### config.mk
export PLATFORM = sky130hd
export DESIGN_NAME = control_unit_flat
export DESIGN_NICKNAME = d
export VERILOG_FILES = /design/src/rtl/cpu_ctrl_pkg.sv /design/src/rtl/control_unit_if.sv /design/src/rtl/control_unit.sv /design/src/flat_wrapper.sv
export SDC_FILE = /design/constraint.sdc
export NUM_CORES = 1
export LEC_CHECK = 0
export BUFFER_PORTS_ARGS = -buffer_cell sky130_fd_sc_hd__buf_2
export CELL_PAD_IN_SITES_DETAIL_PLACEMENT = 1
export CELL_PAD_IN_SITES_GLOBAL_PLACEMENT = 1
export CORE_ASPECT_RATIO = 1.25
export CORE_MARGIN = 8
export CORE_UTILIZATION = 33
export DETAILED_ROUTE_END_ITERATION = 10
export GPL_ROUTABILITY_DRIVEN = 0
export GPL_TIMING_DRIVEN = 0
export PLACE_DENSITY_LB_ADDON = 0.1
export SLEW_MARGIN = 20
export SYNTH_ARGS = -nofsm -noshare
export SYNTH_HDL_FRONTEND = slang
export SYNTH_SLANG_ARGS = --single-unit
### constraint.sdc
create_clock -name clk -period 4.2 [get_ports clk]
set_clock_uncertainty 0.2 [all_clocks]
set_input_delay 0.84 -clock clk [delete_from_list [all_inputs] [get_ports clk]]
set_output_delay 0.84 -clock clk [all_outputs]
set_load 0.05 [all_outputs]
### src/rtl/cpu_ctrl_pkg.sv
// Shared encodings between the control unit and the CPU datapath:
// opcodes, FSM states, bus source select and ALU operation.
package cpu_ctrl_pkg;

    localparam logic [4:0] OP_LD   = 5'b00000;
    localparam logic [4:0] OP_ST   = 5'b00001;
    localparam logic [4:0] OP_ADD  = 5'b00010;
    localparam logic [4:0] OP_SUB  = 5'b00011;
    localparam logic [4:0] OP_AND  = 5'b00100;
    localparam logic [4:0] OP_OR   = 5'b00101;
    localparam logic [4:0] OP_SHR  = 5'b00110;
    localparam logic [4:0] OP_SHL  = 5'b00111;
    localparam logic [4:0] OP_ADDI = 5'b01000;
    localparam logic [4:0] OP_MUL  = 5'b01001;
    localparam logic [4:0] OP_DIV  = 5'b01010;
    localparam logic [4:0] OP_NOP  = 5'b11000;
    localparam logic [4:0] OP_HALT = 5'b11001;

    typedef enum logic [3:0] {
        IDLE, F0, F1, F2, T3, T4, T5, T6, T7, MWAIT, MD, HALT
    } state_e;

    typedef enum logic [3:0] {
        BUS_NONE = 4'd0, BUS_GPR = 4'd1, BUS_PC = 4'd2, BUS_MDR = 4'd3, BUS_ZLO = 4'd4,
        BUS_ZHI  = 4'd5, BUS_HI  = 4'd6, BUS_LO = 4'd7, BUS_IMM = 4'd8
    } bus_src_e;

    typedef enum logic [3:0] {
        ALU_ADD = 4'd0, ALU_SUB = 4'd1, ALU_AND = 4'd2, ALU_OR  = 4'd3, ALU_SHR = 4'd4,
        ALU_SHL = 4'd5, ALU_MUL = 4'd6, ALU_DIV = 4'd7, ALU_INC4 = 4'd8
    } alu_op_e;

endpackage

### src/rtl/control_unit_if.sv
// Signal bundle between the control unit (master) and the datapath/memory side (slave).
interface control_unit_if;
    logic        run;
    logic [31:0] ir;
    logic        mem_rdy;
    logic [3:0]  bus_src;
    logic [3:0]  gpr_sel;
    logic [3:0]  alu_op;
    logic        gpr_in, pc_in, pc_inc, ir_in, mar_in, mdr_in, mdr_from_mem;
    logic        y_in, z_in, hi_in, lo_in, mem_rd, mem_wr, halted, illegal;

    modport master (
        input  run, ir, mem_rdy,
        output bus_src, gpr_sel, alu_op, gpr_in, pc_in, pc_inc, ir_in, mar_in, mdr_in,
               mdr_from_mem, y_in, z_in, hi_in, lo_in, mem_rd, mem_wr, halted, illegal
    );

    modport slave (
        output run, ir, mem_rdy,
        input  bus_src, gpr_sel, alu_op, gpr_in, pc_in, pc_inc, ir_in, mar_in, mdr_in,
               mdr_from_mem, y_in, z_in, hi_in, lo_in, mem_rd, mem_wr, halted, illegal
    );
endinterface

### src/rtl/control_unit.sv
// Multi-cycle fetch/execute sequencer driving the CPU datapath strobes.
// One flat FSM; a single counter times both mul/div latency and memory waits.
module control_unit
    import cpu_ctrl_pkg::*;
#(
    parameter int MULDIV_CYCLES = 32,
    parameter int WAIT_MAX      = 15
) (
    input  logic           clk,
    input  logic           clr,
    control_unit_if.master cu
);
    localparam int CNT_TOP = (MULDIV_CYCLES > WAIT_MAX) ? MULDIV_CYCLES : WAIT_MAX;
    localparam int CNT_W   = $clog2(CNT_TOP + 1);
    localparam logic [CNT_W-1:0] MD_LAST = CNT_W'(MULDIV_CYCLES - 1);
    localparam logic [CNT_W-1:0] W_LAST  = CNT_W'(WAIT_MAX);

    state_e           r_state, w_nxt;
    logic [CNT_W-1:0] r_cnt;
    logic [4:0]       w_op;
    logic [3:0]       w_ra, w_rb, w_rc;
    logic             w_rtype, w_ld, w_st, w_imm, w_md;
    alu_op_e          w_alu;

    assign w_op    = cu.ir[31:27];
    assign w_ra    = cu.ir[26:23];
    assign w_rb    = cu.ir[22:19];
    assign w_rc    = cu.ir[18:15];
    assign w_rtype = (w_op >= OP_ADD) && (w_op <= OP_SHL);
    assign w_ld    = (w_op == OP_LD);
    assign w_st    = (w_op == OP_ST);
    assign w_imm   = w_ld || w_st || (w_op == OP_ADDI);
    assign w_md    = (w_op == OP_MUL) || (w_op == OP_DIV);

    always_comb begin
        case (w_op)
            OP_SUB:  w_alu = ALU_SUB;
            OP_AND:  w_alu = ALU_AND;
            OP_OR:   w_alu = ALU_OR;
            OP_SHR:  w_alu = ALU_SHR;
            OP_SHL:  w_alu = ALU_SHL;
            OP_MUL:  w_alu = ALU_MUL;
            OP_DIV:  w_alu = ALU_DIV;
            default: w_alu = ALU_ADD;
        endcase
    end

    always_ff @(posedge clk or negedge clr) begin
        if (!clr) begin
            r_state <= IDLE;
            r_cnt   <= '0;
        end else begin
            r_state <= w_nxt;
            // counter runs only while parked in MD/MWAIT; any state change rearms it
            if (w_nxt == r_state && (r_state == MD || r_state == MWAIT))
                r_cnt <= r_cnt + 1'b1;
            else
                r_cnt <= '0;
        end
    end

    always_comb begin
        w_nxt           = r_state;
        cu.bus_src      = BUS_NONE;
        cu.gpr_sel      = '0;
        cu.alu_op       = ALU_ADD;
        cu.gpr_in       = 1'b0;
        cu.pc_in        = 1'b0;
        cu.pc_inc       = 1'b0;
        cu.ir_in        = 1'b0;
        cu.mar_in       = 1'b0;
        cu.mdr_in       = 1'b0;
        cu.mdr_from_mem = 1'b0;
        cu.y_in         = 1'b0;
        cu.z_in         = 1'b0;
        cu.hi_in        = 1'b0;
        cu.lo_in        = 1'b0;
        cu.mem_rd       = 1'b0;
        cu.mem_wr       = 1'b0;
        cu.halted       = 1'b0;
        cu.illegal      = 1'b0;
        unique case (r_state)
            IDLE: if (cu.run) w_nxt = F0;
            F0: begin
                cu.bus_src = BUS_PC;
                cu.mar_in  = 1'b1;
                cu.pc_inc  = 1'b1;
                w_nxt      = F1;
            end
            F1: begin
                cu.mem_rd       = 1'b1;
                cu.mdr_from_mem = 1'b1;
                cu.mdr_in       = 1'b1;
                if (cu.mem_rdy) w_nxt = F2;
            end
            F2: begin
                cu.bus_src = BUS_MDR;
                cu.ir_in   = 1'b1;
                w_nxt      = T3;
            end
            T3: begin
                if (w_rtype || w_imm || w_md) begin
                    cu.bus_src = BUS_GPR;
                    cu.gpr_sel = w_rb;
                    cu.y_in    = 1'b1;
                    w_nxt      = T4;
                end else if (w_op == OP_NOP) begin
                    w_nxt = IDLE;
                end else if (w_op == OP_HALT) begin
                    w_nxt = HALT;
                end else begin
                    cu.illegal = 1'b1;
                    w_nxt      = IDLE;
                end
            end
            T4: begin
                cu.bus_src = w_imm ? BUS_IMM : BUS_GPR;
                cu.gpr_sel = w_imm ? 4'd0 : w_rc;
                cu.alu_op  = w_alu;
                cu.z_in    = 1'b1;
                w_nxt      = w_md ? MD : T5;
            end
            MD: if (r_cnt == MD_LAST) w_nxt = T5;
            T5: begin
                cu.bus_src = BUS_ZLO;
                if (w_md) begin
                    cu.lo_in = 1'b1;
                    w_nxt    = T6;
                end else if (w_ld || w_st) begin
                    cu.mar_in = 1'b1;
                    w_nxt     = w_st ? T6 : MWAIT;
                end else begin
                    cu.gpr_sel = w_ra;
                    cu.gpr_in  = 1'b1;
                    w_nxt      = IDLE;
                end
            end
            T6: begin
                if (w_md) begin
                    cu.bus_src = BUS_ZHI;
                    cu.hi_in   = 1'b1;
                    w_nxt      = IDLE;
                end else begin
                    cu.bus_src = BUS_GPR;
                    cu.gpr_sel = w_ra;
                    cu.mdr_in  = 1'b1;
                    w_nxt      = MWAIT;
                end
            end
            MWAIT: begin
                if (w_st) begin
                    cu.mem_wr = 1'b1;
                end else begin
                    cu.mem_rd       = 1'b1;
                    cu.mdr_from_mem = 1'b1;
                    cu.mdr_in       = 1'b1;
                end
                // a completion on the final count still wins over the timeout
                if (cu.mem_rdy) begin
                    w_nxt = w_st ? IDLE : T7;
                end else if (r_cnt == W_LAST) begin
                    cu.illegal = 1'b1;
                    w_nxt      = IDLE;
                end
            end
            T7: begin
                cu.bus_src = BUS_MDR;
                cu.gpr_sel = w_ra;
                cu.gpr_in  = 1'b1;
                w_nxt      = IDLE;
            end
            HALT: cu.halted = 1'b1;
            default: w_nxt = IDLE;
        endcase
    end
endmodule
### src/flat_wrapper.sv
// flat-port wrapper written by rule: the top's interface ports become plain ports
module control_unit_flat import cpu_ctrl_pkg::*;
#(
    parameter int MULDIV_CYCLES = 32,
    parameter int WAIT_MAX      = 15
)
  (clk, clr, cu_run, cu_ir, cu_mem_rdy, cu_bus_src, cu_gpr_sel, cu_alu_op, cu_gpr_in, cu_pc_in, cu_pc_inc, cu_ir_in, cu_mar_in, cu_mdr_in, cu_mdr_from_mem, cu_y_in, cu_z_in, cu_hi_in, cu_lo_in, cu_mem_rd, cu_mem_wr, cu_halted, cu_illegal);
  control_unit_if cu_i ();
  input  logic clk;
  input  logic clr;
  input wire logic [$bits(cu_i.run)-1:0] cu_run;
  input wire logic [$bits(cu_i.ir)-1:0] cu_ir;
  input wire logic [$bits(cu_i.mem_rdy)-1:0] cu_mem_rdy;
  output wire logic [$bits(cu_i.bus_src)-1:0] cu_bus_src;
  output wire logic [$bits(cu_i.gpr_sel)-1:0] cu_gpr_sel;
  output wire logic [$bits(cu_i.alu_op)-1:0] cu_alu_op;
  output wire logic [$bits(cu_i.gpr_in)-1:0] cu_gpr_in;
  output wire logic [$bits(cu_i.pc_in)-1:0] cu_pc_in;
  output wire logic [$bits(cu_i.pc_inc)-1:0] cu_pc_inc;
  output wire logic [$bits(cu_i.ir_in)-1:0] cu_ir_in;
  output wire logic [$bits(cu_i.mar_in)-1:0] cu_mar_in;
  output wire logic [$bits(cu_i.mdr_in)-1:0] cu_mdr_in;
  output wire logic [$bits(cu_i.mdr_from_mem)-1:0] cu_mdr_from_mem;
  output wire logic [$bits(cu_i.y_in)-1:0] cu_y_in;
  output wire logic [$bits(cu_i.z_in)-1:0] cu_z_in;
  output wire logic [$bits(cu_i.hi_in)-1:0] cu_hi_in;
  output wire logic [$bits(cu_i.lo_in)-1:0] cu_lo_in;
  output wire logic [$bits(cu_i.mem_rd)-1:0] cu_mem_rd;
  output wire logic [$bits(cu_i.mem_wr)-1:0] cu_mem_wr;
  output wire logic [$bits(cu_i.halted)-1:0] cu_halted;
  output wire logic [$bits(cu_i.illegal)-1:0] cu_illegal;
  assign cu_i.run = cu_run;
  assign cu_i.ir = cu_ir;
  assign cu_i.mem_rdy = cu_mem_rdy;
  assign cu_bus_src = cu_i.bus_src;
  assign cu_gpr_sel = cu_i.gpr_sel;
  assign cu_alu_op = cu_i.alu_op;
  assign cu_gpr_in = cu_i.gpr_in;
  assign cu_pc_in = cu_i.pc_in;
  assign cu_pc_inc = cu_i.pc_inc;
  assign cu_ir_in = cu_i.ir_in;
  assign cu_mar_in = cu_i.mar_in;
  assign cu_mdr_in = cu_i.mdr_in;
  assign cu_mdr_from_mem = cu_i.mdr_from_mem;
  assign cu_y_in = cu_i.y_in;
  assign cu_z_in = cu_i.z_in;
  assign cu_hi_in = cu_i.hi_in;
  assign cu_lo_in = cu_i.lo_in;
  assign cu_mem_rd = cu_i.mem_rd;
  assign cu_mem_wr = cu_i.mem_wr;
  assign cu_halted = cu_i.halted;
  assign cu_illegal = cu_i.illegal;
  control_unit #(.MULDIV_CYCLES(MULDIV_CYCLES), .WAIT_MAX(WAIT_MAX)) u_core (.clk(clk), .clr(clr), .cu(cu_i));
endmodule
==> summary.md, run 1 <==
| Metric | Value |
|---|---|
| Status | `completed` |
| FF-to-FF setup slack | `1.88 ns` |
| All-Layer GR Usage | `14.9%` |
| Hold crit path type | `in2async` |
| Hpwl dp | `3.44 mm` |
| LEAKAGE | `between 0.7 and 0.8 nW` |
| Post-route clock period utilization | `approximately 86%` |
| DRT iter0 DRCs | `45` |
| DR WL/cell | `17.2 um` |
| Gate Count Post-Synth | `149` |
| Die area | `around 5600 um2` |
| Worst skew pair latency | `around 0.24 ns` |
| VDD IR max | `roughly 0.00041 V` |
| Final ANT Viol Nets | `0` |
| FF+latch area | `between 200 and 300 um2` |
| Via count | `roughly 1,300` |
| EDFF count, synth | `0` |
| Placeable Area | `~3400 um2` |
| Min cycle time layout | `between 3 and 4 ns` |
| ANT cells | `0` |
| Dpl cells | `between 200 and 250` |
| Average cell area after synthesis | `~7.7 um2` |
| Initial core utilization | `33.6%` |
| Die Y | `between 80 and 90 um` |
| Post-CTS setup buffers | `0` |
| TNS Setup | `0 ns` |
| IO Port Bufs | `41` |
| Initial antenna violation count | `0` |
| Worst EP required | `roughly 3.2 ns` |
| F_max | `between 0.2 and 0.3 GHz` |
| Layout cells sized above 1 | `about a third` |
| RSZ-0062 raised after global routing | `false` |
| CP endpoint kind | `output port` |
| Crit path launch type | `input port` |
| Most frequent cells in the layout | `buf_2, nor2_1, nand2_1, nor3_1, dfrtp_1` |
| Remaining DRCs | `0` |
| Yosys warning total | `0` |
| FF+latch count, synth | `10` |
| Worst Max-Slew Pin Slew | `0.527 ns` |
| Cell Area, Synth | `1150 um2` |
| Pre-antenna DRT Iters | `4` |
| CTS tree | `yes` |
| Max Cap Viol | `0` |
| Area Growth Syn to Fin | `26.0%` |
| Maximum clock path buffer count | `2` |
| Layout fillers | `468` |
| Slew margin rel. | `approximately 65%` |
| CTS hold repair buffers | `0` |
| Final hold vios | `0` |
| I/O pins | `63` |
| Placement Cell Area | `about 1400 um2` |
| CP Max Fanout | `10` |
| Sequential area share after synthesis | `between 20% and 30%` |
| Cts bufs inserted | `3` |
| Largest net degree at the start of global routing | `11` |
| Final #Nets | `between 200 and 250` |
| Max-slew violations | `0` |
| H-tree levels | `1` |
| Post-layout util | `between 40% and 50%` |
| Rows | `24` |
| Arrival time at the worst endpoint | `2.56 ns` |
| Total Routed Length | `4.00 mm` |
| Crit path kind | `in2out` |
| Power Density | `between 600 and 700 nW/um2` |
| Vias in the first global route | `1,412` |
| Async SR Flop Fraction | `100%` |
| Cts repair resizes | `0` |
| Commonest non-fill, non-tap cell in the layout | `buf_2` |
| Ys flop type | `dfrtp_1` |
| Worst-path clk slew | `~0.05 ns` |
| Synth cell types | `between 40 and 50` |
| First-pass GRT wire length | `about 6.7 mm` |
| Setup-violating endpoint count in the final report | `0` |
| Final Non-Filler Cells | `233` |
| Via density per instance | `~5.6` |
| Num Clock Sinks | `10` |
| Grt ovf | `0` |
| Chip width | `just under 70 um` |
| Post-Layout Inst Area | `1450 um2` |
| Multi-input logic area | `between 800 and 900 um2` |
| Root Buffer | `clkbuf_8` |
==> layer usage <==
metal  up-vias  share of wire, %  wire length, um  track usage [%]
met5         -                 0                0                0
met4         0               1.2               50             5.43
met3         5               9.4              378             3.14
met2        39                53             2130             28.5
met1       632                36             1440             15.2
li1        628                 -                -                -
==> per-stage QoR <==
stage          hold WS [ns]  worst slack, ns  power [mW]
2_1_floorplan         0.244            0.188       0.682
3_3_place_gp          0.273            0.616       0.829
3_5_place_dp          0.275            0.596       0.845
4_1_cts               0.259            0.598       0.945
5_1_grt               0.276            0.496        1.00
6_report              0.249            0.602       0.935
==> report_power, final <==
part / switching [mW] / internal, mW
Clock: 0.0357 / 0.0626
Sequential: 0.0215 / 0.114
Combinational: 0.503 / 0.198
Total: 0.560 / 0.375
==> flip-flops by register name, summed over array words and instances (netlist names) <==
name	cells
u_core.r_cnt	6
u_core.r_state	4
==> cells by family after synthesis <==
group           count (synthesis)  share of synthesized area (%)
simple gates                   78                           37.3
other cells                     1                          0.326
buf+inv                        15                           6.96
xor+xnor                        5                           3.81
mux                             1                          0.871
flops                          10                           21.8
fa+ha+maj                       1                           1.09
compound gates                 38                           27.9
==> path summary, 6_finish.rpt <==
kind | cells after the start | end | startpoint
max | 8 | cu_gpr_sel[3] | cu_ir[30]
min reg2reg | 1 | u_core.r_cnt[0] | u_core.r_cnt[0]
min in group clk | 1 | u_core.r_cnt[0] | u_core.r_cnt[0]
max in group asynchronous | 1 | u_core.r_state[2] | clr
min | 1 | u_core.r_cnt[5] | clr
max reg2reg | 6 | u_core.r_cnt[1] | u_core.r_cnt[0]
==> cell type report <==
cell class                 instances  area share, %
multi-input combinational        125           56.8
timing repair buffer              41           14.2
inverter                           2          0.518
tap                               39           3.37
buffer                            13           5.01
sequential                        10           17.3
clock buffer                       3           2.85
==> cells in the mapped netlist, types with 2 or more instances <==
cell type,n,area [um2]
and2_1,3,18.8
buf_2,6,30.0
a31oi_1,2,12.5
nand3_1,6,30.0
nand2b_1,6,37.5
nor3b_1,2,15.0
a22o_1,5,43.8
nor3_1,11,55.1
nor2_1,20,75.1
a21oi_1,6,30.0
a21o_1,6,45.0
dfrtp_1,10,250
a41oi_1,2,17.5
xor2_1,2,17.5
inv_1,2,7.51
or3_1,2,12.5
o211ai_1,2,15.0
nor2b_1,6,37.5
o21ai_0,3,15.0
clkbuf_1,2,7.51
nand2_1,11,41.3
or2_2,2,12.5
buf_4,4,30.0
xnor2_1,3,26.3
==> worst max-delay path, cell delays in order <==
cell	delay [ns]
buf_2	0.12
buf_2	0.18
and2_1	0.18
or4_1	0.46
and2_1	0.23
a22o_1	0.19
a21o_1	0.14
buf_2	0.20
(Power assumes the default switching activity.)
==> run 2, diff against run 1 <==
--- a/config.mk
+++ b/config.mk
@@ -14,7 +14,8 @@
 export DETAILED_ROUTE_END_ITERATION = 10
 export GPL_ROUTABILITY_DRIVEN = 0
 export GPL_TIMING_DRIVEN = 0
-export PLACE_DENSITY_LB_ADDON = 0.1
+export HOLD_SLACK_MARGIN = 0.12
+export PLACE_DENSITY = 0.83
 export SLEW_MARGIN = 20
 export SYNTH_ARGS = -nofsm -noshare
 export SYNTH_HDL_FRONTEND = slang
==> summary.md, run 2 (synthesis gave the netlist of run 1 again) <==
| Metric | Value |
|---|---|
| Status | `completed` |
| Layout cells sized above 1 | `34.4%` |
| RSZ-0062 raised after global routing | `false` |
| Max FFs per register | `6` |
| IO Port Bufs | `a little over 40` |
| Max-slew violations | `0` |
| Vias in the first global route | `around 1,300` |
| DRT iter0 DRCs | `29` |
| Post-CTS setup buffers | `0` |
| Rows | `24` |
| Initial antenna violation count | `0` |
| Cts repair resizes | `0` |
| CP endpoint kind | `output port` |
| Maximum clock path buffer count | `2` |
| Final hold vios | `0` |
| Multi-input logic area | `slightly above 800 um2` |
| Worst-path clk slew | `0.05 ns` |
| Hpwl dp | `between 3 and 4 mm` |
| DR WL/cell | `between 15 and 20 um` |
| Hold crit path type | `in2async` |
| Max Cap Viol | `0` |
| Via density per instance | `between 5 and 6` |
| Power, Total | `958 uW` |
| TNS Setup | `0 ns` |
| Die area | `between 5000 and 6000 um2` |
| ANT cells | `0` |
| Final Non-Filler Cells | `approximately 230` |
| Die Y | `82.0 um` |
| Area Growth Syn to Fin | `27.2%` |
| Commonest non-fill, non-tap cell in the layout | `buf_2` |
| Power Density | `655 nW/um2` |
| Biggest register | `u_core.r_cnt` |
| Post-layout util | `42.7%` |
| Crit path launch type | `input port` |
| Worst skew pair latency | `between 0.2 and 0.25 ns` |
| All-Layer GR Usage | `13.8%` |
| I/O pins | `between 60 and 70` |
| Crit path kind | `in2out` |
| Final ANT Viol Nets | `0` |
| Final #Nets | `233` |
| Arrival time at the worst endpoint | `between 2 and 3 ns` |
| Pre-antenna DRT Iters | `4` |
| Placeable Area | `between 3000 and 4000 um2` |
| CTS tree | `yes` |
| Chip width | `68.8 um` |
| Initial core utilization | `33.6%` |
| First-pass GRT wire length | `roughly 6.1 mm` |
| FF+latch area | `roughly 250 um2` |
| Total Routed Length | `about 3.8 mm` |
| LEAKAGE | `0.724 nW` |
| Via count | `1,280` |
| Worst EP required | `between 3 and 4 ns` |
| Root Buffer | `clkbuf_8` |
| VDD IR max | `roughly 0.00034 V` |
| Cts bufs inserted | `3` |
| CTS hold repair buffers | `0` |
| Remaining DRCs | `0` |
| Biggest regs | `u_core.r_cnt: 6 flops, u_core.r_state: 4 flops` |
| Post-Layout Inst Area | `about 1500 um2` |
| Placement Cell Area | `1410 um2` |
| Num Clock Sinks | `10` |
| H-tree levels | `1` |
| Grt ovf | `0` |
| Layout fillers | `454` |
| Dpl cells | `230` |
| Setup-violating endpoint count in the final report | `0` |
| F_max | `between 0.2 and 0.3 GHz` |
| Min cycle time layout | `roughly 3.6 ns` |
| Largest net degree at the start of global routing | `11` |
| Most frequent cells in the layout | `buf_2, nor2_1, nand2_1, nor3_1, dfrtp_1` |
| CP Max Fanout | `10` |
| Post-route clock period utilization | `between 80 and 90%` |
[run 2: cell type report]
type	instances	share of cell area, %
Buffer	13	4.96
Clock buffer	4	3.76
Inverter	2	0.513
Multi-Input combinational cell	125	56.3
Sequential cell	10	17.1
Tap cell	39	3.34
Timing Repair Buffer	41	14.0
[run 2: power breakdown]
part           internal, mW  total (mW)  switching (mW)
Sequential            0.114       0.135          0.0205
Clock                0.0825       0.122          0.0394
Combinational         0.198       0.702           0.503
Total                 0.395       0.958           0.563
[run 2: through the flow]
step	setup slack (ns)	hold WS [ns]
2_1_floorplan	0.188	0.244
3_3_place_gp	0.582	0.258
4_1_cts	0.573	0.248
3_5_place_dp	0.561	0.271
5_1_grt	0.507	0.269
6_report	0.586	0.254
[run 2: worst max-delay path: stages]
cell    delay, ns
buf_2        0.12
buf_2        0.18
and2_1       0.18
or4_1        0.47
and2_1       0.23
a22o_1       0.19
a21o_1       0.15
buf_2        0.21
[run 2: layer usage]
layer  GRT usage, %  vias to the layer above  part of all wire [%]
met4           4.43                        0                   1.2
li1               -                      633                     -
met1           15.9                      602                    40
met2           24.7                       39                    49
met3           2.32                        6                   9.3
met5              0                        -                     0
[run 2: final timing paths]
check	from	endpoint	slack, ns	cells after the start
max	cu_ir[30]	cu_gpr_sel[3]	0.59	8
max in group asynchronous	clr	u_core.r_cnt[1]	3.35	1
max reg2reg	u_core.r_state[1]	u_core.r_cnt[2]	1.94	5
min reg2reg	u_core.r_cnt[0]	u_core.r_cnt[0]	0.27	1
min in group clk	u_core.r_cnt[0]	u_core.r_cnt[0]	0.27	1
min	clr	u_core.r_cnt[4]	0.25	1
==> run 3, diff against run 2 <==
--- a/config.mk
+++ b/config.mk
@@ -8,7 +8,7 @@
 export BUFFER_PORTS_ARGS = -buffer_cell sky130_fd_sc_hd__buf_2
 export CELL_PAD_IN_SITES_DETAIL_PLACEMENT = 1
 export CELL_PAD_IN_SITES_GLOBAL_PLACEMENT = 1
-export CORE_ASPECT_RATIO = 1.25
+export CORE_ASPECT_RATIO = 2
 export CORE_MARGIN = 8
 export CORE_UTILIZATION = 33
 export DETAILED_ROUTE_END_ITERATION = 10
==> summary.md, run 3 (synthesis gave the netlist of run 1 again) <==
| Metric | Value |
|---|---|
| Reg2Reg Launch Point | `u_core.r_cnt[0]` |
| Layout fillers | `447` |
| Dpl cells | `~220` |
| Most frequent cells in the layout | `buf_2, nor2_1, nand2_1, nor3_1, dfrtp_1` |
| I/O pins | `63` |
| Hpwl dp | `between 3 and 4 mm` |
| First-pass GRT wire length | `between 6 and 7 mm` |
| R2R depth | `6` |
| Post-CTS setup buffers | `0` |
| IO Port Bufs | `roughly 40` |
| Die area | `5740 um2` |
| Top delay family on crit path | `simple AND/OR/NAND/NOR gates` |
| Biggest register | `u_core.r_cnt` |
| Hold crit path type | `in2async` |
| Via density per instance | `roughly 5.7` |
| Slowest CP cell | `or4_1` |
| DR WL/cell | `around 17 um` |
| H-tree levels | `1` |
| F_max | `between 0.2 and 0.3 GHz` |
| Commonest non-fill, non-tap cell in the layout | `buf_2` |
| Die Y | `between 90 and 100 um` |
| Chip width | `between 50 and 60 um` |
| Pre-antenna DRT Iters | `3` |
| Final #Nets | `between 200 and 250` |
| Layout cells sized above 1 | `between 30 and 40%` |
| Worst-path clk slew | `roughly 0.040 ns` |
| FF+latch area | `about 250 um2` |
| Placement Cell Area | `between 1000 and 1500 um2` |
| Post-Layout Inst Area | `around 1400 um2` |
| Post-route clock period utilization | `between 80% and 90%` |
| CTS hold repair buffers | `0` |
| DRT iter0 DRCs | `9` |
| Initial antenna violation count | `0` |
| Buffers & Inverters on Critical Path | `3` |
| RSZ-0062 raised after global routing | `false` |
| Grt ovf | `0` |
| CTS tree | `yes` |
| Setup-violating endpoint count in the final report | `0` |
| Slowest stage delay, CP | `between 0.4 and 0.5 ns` |
| Worst skew pair latency | `approximately 0.22 ns` |
| Max FFs per register | `6` |
| Vias in the first global route | `roughly 1,400` |
| Via count | `between 1,000 and 1,500` |
| Final ANT Viol Nets | `0` |
| LEAKAGE | `0.717 nW` |
| Cts repair resizes | `0` |
| Placeable Area | `3380 um2` |
| Rows | `30` |
| FF-to-FF setup slack | `1.94 ns` |
| Total Routed Length | `3.89 mm` |
| VDD IR max | `~0.00038 V` |
| Min cycle time layout | `3.59 ns` |
| Cell Chain, Critical Path | `buf_2 -> buf_2 -> and2_1 -> or4_1 -> and2_1 -> a22o_1 -> a21o_1 -> buf_2` |
| Worst Max-Slew Pin Slew | `0.512 ns` |
| Area Growth Syn to Fin | `25.2%` |
| Power, Total | `a little over 900 uW` |
| Arrival time at the worst endpoint | `roughly 2.6 ns` |
| CP Max Fanout | `10` |
| Status | `completed` |
| Remaining DRCs | `0` |
| Worst EP required | `approximately 3.2 ns` |
| Max-slew violations | `0` |
| Initial core utilization | `between 30% and 40%` |
| Root Buffer | `clkbuf_8` |
| Final hold vios | `0` |
| Max Cap Viol | `0` |
| Critical R2R Capture | `u_core.r_cnt[2]` |
| Largest net degree at the start of global routing | `11` |
| Num Clock Sinks | `10` |
| Biggest regs | `u_core.r_cnt: 6 flops, u_core.r_state: 4 flops` |
| All-Layer GR Usage | `14.0%` |
| Multi-input logic area | `~820 um2` |
| Crit path launch type | `input port` |
| Crit path kind | `in2out` |
| Slew margin rel. | `roughly two thirds` |
| Dpl ws | `around 0.60 ns` |
| ANT cells | `0` |
| CP endpoint kind | `output port` |
| Most used cell, CP | `buf_2` |
| TNS Setup | `0 ns` |
| Final worst slack | `between 0.6 and 0.7 ns` |
| Maximum clock path buffer count | `2` |
| Cts bufs inserted | `3` |
| Final Non-Filler Cells | `~230` |
| Power Density | `645 nW/um2` |
## run 3: cell type report
type | instances | share of cell area [%]
Tap cell | 32 | 2.78
Multi-Input combinational cell | 125 | 57.2
Buffer | 13 | 5.04
Clock buffer | 3 | 2.87
Sequential cell | 10 | 17.4
Timing Repair Buffer | 41 | 14.2
Inverter | 2 | 0.521
## run 3: worst max-delay path by stage
stage	start	endpoint	slack (ns)	cells after the start
floorplan	cu_ir[31]	cu_bus_src[2]	0.19	5
global placement	cu_ir[30]	cu_gpr_sel[3]	0.59	8
detailed placement	cu_ir[30]	cu_gpr_sel[3]	0.60	8
CTS	cu_ir[30]	cu_gpr_sel[3]	0.60	8
global route	cu_ir[31]	cu_gpr_sel[0]	0.52	7
finish	cu_ir[30]	cu_gpr_sel[3]	0.61	8
## run 3: worst register-to-register path: cells and delay by family (launching register included)
kind                     cells  cell delay, ns
adder cells (fa/ha/maj)      1            0.21
AND/OR/NAND/NOR              3            0.62
AO/OA/AOI/OAI                2            0.73
flip-flops                   1            0.37
## run 3: report_power, final
part | switching [mW] | total (mW) | leakage [nW] | internal [mW]
sequential | 0.0237 | 0.138 | 0.136 | 0.114
clock | 0.0309 | 0.0931 | 0.0216 | 0.0622
combinational | 0.499 | 0.697 | 0.559 | 0.198
total | 0.554 | 0.929 | 0.717 | 0.375
## run 3: metal layers
metal / global-route usage (%) / vias to the layer above / part of all wire, %
met4: 5.70 / 0 / 2.5
met2: 28.1 / 41 / 55
met5: 0 / - / 0
li1: - / 627 / -
met1: 11.9 / 607 / 34
met3: 3.88 / 8 / 7.8
## run 3: metrics by stage
stage	utilization, %	hold slack, ns
4_1_cts	42.6	0.268
3_5_place_dp	41.4	0.283
5_1_grt	42.6	0.281
3_3_place_gp	41.4	0.271
2_1_floorplan	-	0.244
6_report	42.6	0.268
